File: config.mk
export PLATFORM = sky130hd
export DESIGN_NAME = input_ch_buffer
export DESIGN_NICKNAME = d
export VERILOG_FILES = /design/src/rtl/input_ch_buffer.sv
export SDC_FILE = /design/constraint.sdc
export NUM_CORES = 1
export LEC_CHECK = 0
export ABC_AREA = 1
export CAP_MARGIN = 25
export CELL_PAD_IN_SITES_DETAIL_PLACEMENT = 0
export CELL_PAD_IN_SITES_GLOBAL_PLACEMENT = 1
export CORE_MARGIN = 2
export CORE_UTILIZATION = 42
export DETAILED_ROUTE_END_ITERATION = 8
export PLACE_DENSITY = 0.89
export SYNTH_ARGS = -nofsm -noshare
export SYNTH_HDL_FRONTEND = slang
export SYNTH_SLANG_ARGS = --single-unit
File: constraint.sdc
create_clock -name clk -period 2.81 [get_ports clk]
set_input_delay 0.281 -clock clk [delete_from_list [all_inputs] [get_ports clk]]
set_output_delay 0.281 -clock clk [all_outputs]
set_load 0.05 [all_outputs]
File: src/rtl/input_ch_buffer.sv
// input_ch_buffer
//   Per-input-port flit buffer for the butterfly switch. It queues incoming
//   flits and presents the head flit's msn (type[3:2], dest[1:0]) to the
//   priority allocator. It pops on the allocator's sel bit and drops flits
//   that can never be granted (null, reserved, orphan payload). Headers that
//   are refused for AGE_LIMIT cycles raise out_priority.
//
// Ports
//   clk          rising-edge clock
//   rst_n        asynchronous active-low reset
//   in_valid     upstream flit valid
//   in_flit      upstream flit
//   in_ready     buffer can accept a flit (~full, no bypass when full)
//   pop          allocator sel bit for this port
//   out_flit     head flit to crossbar mux (0 when empty)
//   out_msn      head msn to allocator (0 when nothing presentable)
//   out_priority aged-header priority to allocator
//   count        occupancy
//   err_orphan   one-cycle pulse when an orphan payload is dropped
module input_ch_buffer #(
  parameter int FLIT_W    = 8,
  parameter int DEPTH     = 4,
  parameter int AGE_LIMIT = 6
) (
  input  logic                       clk,
  input  logic                       rst_n,
  input  logic                       in_valid,
  input  logic [FLIT_W-1:0]          in_flit,
  output logic                       in_ready,
  input  logic                       pop,
  output logic [FLIT_W-1:0]          out_flit,
  output logic [3:0]                 out_msn,
  output logic                       out_priority,
  output logic [$clog2(DEPTH):0]     count,
  output logic                       err_orphan
);

  localparam int PW = $clog2(DEPTH);
  localparam int CW = PW + 1;
  localparam int WW = $clog2(AGE_LIMIT + 1);

  localparam logic [1:0] T_HDR = 2'b11;
  localparam logic [1:0] T_PAY = 2'b10;

  typedef enum logic [1:0] {S_IDLE, S_WAIT, S_XFER} state_t;

  state_t              state_q, state_d;
  logic [FLIT_W-1:0]   mem [DEPTH];
  logic [PW-1:0]       wr_ptr, rd_ptr;
  logic [CW-1:0]       count_q;
  logic [WW-1:0]       wait_q;

  logic                empty, full, push, do_pop, eval_idle;
  logic [FLIT_W-1:0]   head;
  logic [1:0]          head_type;

  assign empty     = (count_q == '0);
  assign full      = (count_q == CW'(DEPTH));
  assign head      = mem[rd_ptr];
  assign head_type = head[FLIT_W-1:FLIT_W-2];
  assign push      = in_valid & ~full;
  assign in_ready  = ~full;
  assign count     = count_q;

  // A non-payload head in XFER ends the packet; it is judged with the IDLE
  // rules in the same cycle so no bubble is inserted between packets.
  assign eval_idle = (state_q == S_IDLE) |
                     ((state_q == S_XFER) & ~empty & (head_type != T_PAY));

  // Flit storage: data only, never reset; unwritten entries are masked by
  // count on the outputs.
  always_ff @(posedge clk) begin
    if (push) mem[wr_ptr] <= in_flit;
  end

  // State register, pointers, occupancy and wait counter
  always_ff @(posedge clk or negedge rst_n) begin
    if (!rst_n) begin
      state_q <= S_IDLE;
      wr_ptr  <= '0;
      rd_ptr  <= '0;
      count_q <= '0;
      wait_q  <= '0;
    end else begin
      state_q <= state_d;
      if (push)   wr_ptr <= wr_ptr + 1'b1;
      if (do_pop) rd_ptr <= rd_ptr + 1'b1;
      case ({push, do_pop})
        2'b10:   count_q <= count_q + 1'b1;
        2'b01:   count_q <= count_q - 1'b1;
        default: count_q <= count_q;
      endcase
      // Saturating age of a refused header; cleared on grant or outside WAIT.
      if ((state_q == S_WAIT) && !do_pop) begin
        if (wait_q != WW'(AGE_LIMIT)) wait_q <= wait_q + 1'b1;
      end else begin
        wait_q <= '0;
      end
    end
  end

  // Next-state and pop decision
  always_comb begin
    state_d = state_q;
    do_pop  = 1'b0;
    if (!empty) begin
      if (eval_idle) begin
        if (head_type == T_HDR) begin
          state_d = S_WAIT;
        end else begin
          // null, reserved and orphan payloads are dropped one per cycle
          do_pop  = 1'b1;
          state_d = S_IDLE;
        end
      end else if (state_q == S_WAIT) begin
        if (pop) begin
          do_pop  = 1'b1;
          state_d = S_XFER;
        end
      end else begin
        // XFER with a payload at the head
        do_pop = pop;
      end
    end
  end

  // Outputs
  always_comb begin
    out_msn    = 4'b0000;
    err_orphan = 1'b0;
    if (!empty) begin
      if (eval_idle) begin
        if (head_type == T_HDR)      out_msn    = head[FLIT_W-1:FLIT_W-4];
        else if (head_type == T_PAY) err_orphan = 1'b1;
      end else begin
        out_msn = head[FLIT_W-1:FLIT_W-4];
      end
    end
    out_flit     = empty ? '0 : head;
    out_priority = (state_q == S_WAIT) && (wait_q == WW'(AGE_LIMIT));
  end

endmodule

==> summary.md <==
| Metric | Value |
|---|---|
| Number of global-route vias before repair | `around 1400` |
| Clock Pin Slew Worst Setup and Hold Paths | `approximately 80 ps` |
| Worst EP arrival | `2410 ps` |
| Fin Hold WS | `~350 ps` |
| Final setup fails | `0` |
| Post-Syn Instances | `~200` |
| Final Skew | `between 8 and 9 ps` |
| Fmax | `371 MHz` |
| Status | `finished, final reports clean` |
| Main combinational cell family by area after synthesis | `simple AND/OR/NAND/NOR gates` |
| ANT nets after route | `0` |
| First-pass iteration count of the detailed router | `4` |
| Pwr/cell area | `between 1000 and 1500 nW/µm²` |
| CTS Hold Bufs | `0` |
| Initial Utilization | `0.441` |
| RSZ-0062 raised after global routing | `false` |
| CTS tree | `built` |
| Placer Congestion | `0.721` |
| CTS resizes | `0` |
| Worst-margin pin slew | `around 570 ps` |
| Synth Cell Area | `between 2000 and 2500 µm²` |
| Sequential fraction of the synthesis area | `0.598` |
| Worst r2r src | `rd_ptr[0]$_DFFE_PN0P_` |
| Synthesis Warnings | `0` |
| Vias per cell | `between 4 and 5` |
| Post-Synth XOR/XNOR Area | `0.0249` |
| Fillers | `419` |
| Pleak | `1.10 nW` |
| Buf/Inv on CP | `2` |
| DRT iter0 DRCs | `53` |
| Reg-to-Reg End | `count[2]$_DFFE_PN0P_` |
| Worst-skew pair later-pin latency | `roughly 290 ps` |
| Clock Sinks | `44` |
| Post-synthesis mux area share | `0` |
| Finished Core Util | `0.547` |
| Library cells used by synthesis | `30` |
| Total wire length | `between 3000 and 4000 µm` |
| Clock buffer depth | `2` |
| Synth Register Bits | `between 40 and 50` |
| Top cell type's share of synthesized area | `0.455` |
| Post-DP HPWL | `2670 µm` |
| Synth Area in Compound Gates | `0.0777` |
| Reg2reg path depth | `15` |
| Min Tclk post-route | `~2700 ps` |
| Worst path max stage delay | `around 860 ps` |
| Port-buffer cells | `29` |
| Total vias in the final route | `around 1400` |
| Final hold vios | `0` |
| Reg2Reg Setup Slack | `slightly above 300 ps` |
| Area contributors post-synth | `edfxtp_1 46%, dfrtp_1 14%, nor2_1 6.8%` |
| Syn Area/Cell | `roughly 11 µm²` |
| Pin count of the biggest net entering global routing | `18` |
| Post-synth top area cell | `edfxtp_1` |
| Post-Synth Simple-Gate Area | `0.187` |
| Global-route usage over all layers | `0.150` |
| Setup TNS | `0 ps` |
| Hold Crit Class | `primary input to async pin` |
| Storage cell area | `1260 µm²` |
| Worst-path maximum fanout | `9` |
| Max Cap Viol | `0` |
| Fin nets | `257` |
| Die area | `between 5000 and 6000 µm²` |
| Crit. Startpoint | `count[0]$_DFFE_PN0P_` |
| Layout cells sized above 1 | `0.134` |
| Fin area | `~2600 µm²` |
| Crit. End Element | `primary output` |
| # DRC | `0` |
| Tot Pwr | `around 0.0032 W` |
| Die Wd | `74.9 µm` |
| CTS Buf Count | `5` |
| Peak VDD IR | `704 µV` |
| Layout area overhead | `24.1%` |
| Setup crit start kind | `flop` |
| Overflow after GRT | `0` |
| Initial antenna violation count | `0` |
| Rel. slew slack | `0.622` |
| WP data required | `2530 ps` |
| Post-synthesis adder-cell area fraction | `0.0510` |
| WL/cell | `12.3 µm` |
| Area of the multi-input gates | `a little over 700 µm²` |
| Placed Area | `approximately 2500 µm²` |
| Slowest CP cell | `clkdlybuf4s50_1` |
| Setup bufs post-CTS | `0` |
| Cell Chain, Critical Path | `nor2_2 -> nand2_4 -> clkinv_1 -> a21oi_1 -> clkdlybuf4s50_1` |
| Ant diodes | `0` |
| Crit Path Class | `flop to primary output` |
| Max-slew violation count | `0` |
| FP Rows | `25` |
| Ports | `30` |
| Root Buffer | `clkbuf_8` |
| Die H | `~75 µm` |
| First-pass GRT wire length | `between 6000 and 7000 µm` |
| CTS H-tree lvls | `2` |
| Cell family with most CP delay | `buffers and inverters` |
| Final period util | `0.958` |
| CORE AREA | `4790 µm²` |
| Syn_nets | `218` |
-- worst reg2reg max path: stages (launching register included) --
cell	delay, ps
dfrtp_1	540
buf_4	210
nand2_1	60
nand3_1	90
nand2_2	90
nand2_4	80
nand2_4	50
nand3_4	90
nand3_4	110
inv_1	80
ha_1	140
inv_1	60
fa_1	370
a21oi_1	140
o21ai_0	110
xor2_1	150
-- layout by cell type, fill, tap and decap left out, types with 3 or more instances in the layout --
cell             synthesis  layout
dfrtp_1                 12      12
clkbuf_8                 0       6
xor2_1                   4       4
nand2_2                  3       3
a21oi_1                 10      10
edfxtp_1                32      32
nand2_1                 19      19
buf_4                    0       9
nor2_1                  38      38
clkdlybuf4s50_1          0      25
nand3_1                  3       3
inv_1                   25      25
o21ai_0                 15      15
nand2_4                  4       4
ha_1                     7       7
-- Yosys cell counts --
cell / instances
a21boi_0: 1
a21oi_1: 10
a31oi_1: 1
and2_1: 2
and3_1: 1
buf_2: 3
buf_6: 1
clkinv_1: 1
dfrtp_1: 12
edfxtp_1: 32
fa_1: 1
ha_1: 7
inv_1: 25
inv_4: 1
nand2_1: 19
nand2_2: 3
nand2_4: 4
nand3_1: 3
nand3_2: 2
nand3_4: 2
nand4_1: 2
nor2_1: 38
nor2_2: 1
nor3_1: 2
o211ai_2: 1
o21a_1: 1
o21ai_0: 15
o21ai_1: 1
xnor2_1: 2
xor2_1: 4
-- state kept, by name, indices dropped and copies added, names as in the netlist --
register,count
mem,32
rd_ptr,2
state_q,2
wait_q,3
wr_ptr,2
count,3
-- where the power goes --
| group | switching [W] | internal (W) | leakage, nW | total [W] |
|---|---|---|---|---|
| clock network | 0.000187 | 0.000197 | 0.0459 | 0.000383 |
| registers | 0.0000769 | 0.000851 | 0.435 | 0.000928 |
| logic | 0.00126 | 0.000649 | 0.624 | 0.00191 |
-- cell type report --
cell class / instances / area share
clock buffer: 7 / 0.0330
multi-input combinational: 123 / 0.276
tap: 67 / 0.0320
sequential: 44 / 0.481
inverter: 27 / 0.0396
timing repair buffer: 36 / 0.137
clock inverter: 1 / 0.00143
-- per-layer routing --
| metal | vias up | wire (µm) | global-route usage |
|---|---|---|---|
| li1 | 728 | - | - |
| met1 | 622 | 1700 | 0.180 |
| met2 | 32 | 1860 | 0.259 |
| met3 | 5 | 134 | 0.0281 |
| met4 | 0 | 70 | 0.0714 |
| met5 | - | 0 | 0 |
-- how the worst max path moves through the flow --
stage	end	slack (ps)	depth (start not counted)
2_1_floorplan	out_msn[0]	30	5
3_3_place_gp	count[2]$_DFFE_PN0P_	410	15
3_5_place_dp	count[2]$_DFFE_PN0P_	340	15
4_1_cts	out_flit[5]	120	5
5_1_grt	out_flit[5]	4	5
6_report	out_flit[5]	120	5
-- stage by stage --
step	setup slack [ps]	cells
2_1_floorplan	30.5	198
3_3_place_gp	409	297
3_5_place_dp	339	297
4_1_cts	120	305
5_1_grt	3.94	305
6_report	117	305
-- logic make-up (layout without fill, tap and decap cells) --
family	after synthesis	in the layout
xor gates and xnor gates	6	6
AOI/OAI and AO/OA	30	30
and+or+nand+nor	79	79
adders and majority gates	8	8
DFF	44	44
buffers and inverters	31	71
Note: power is estimated with default switching activity, not from simulation.
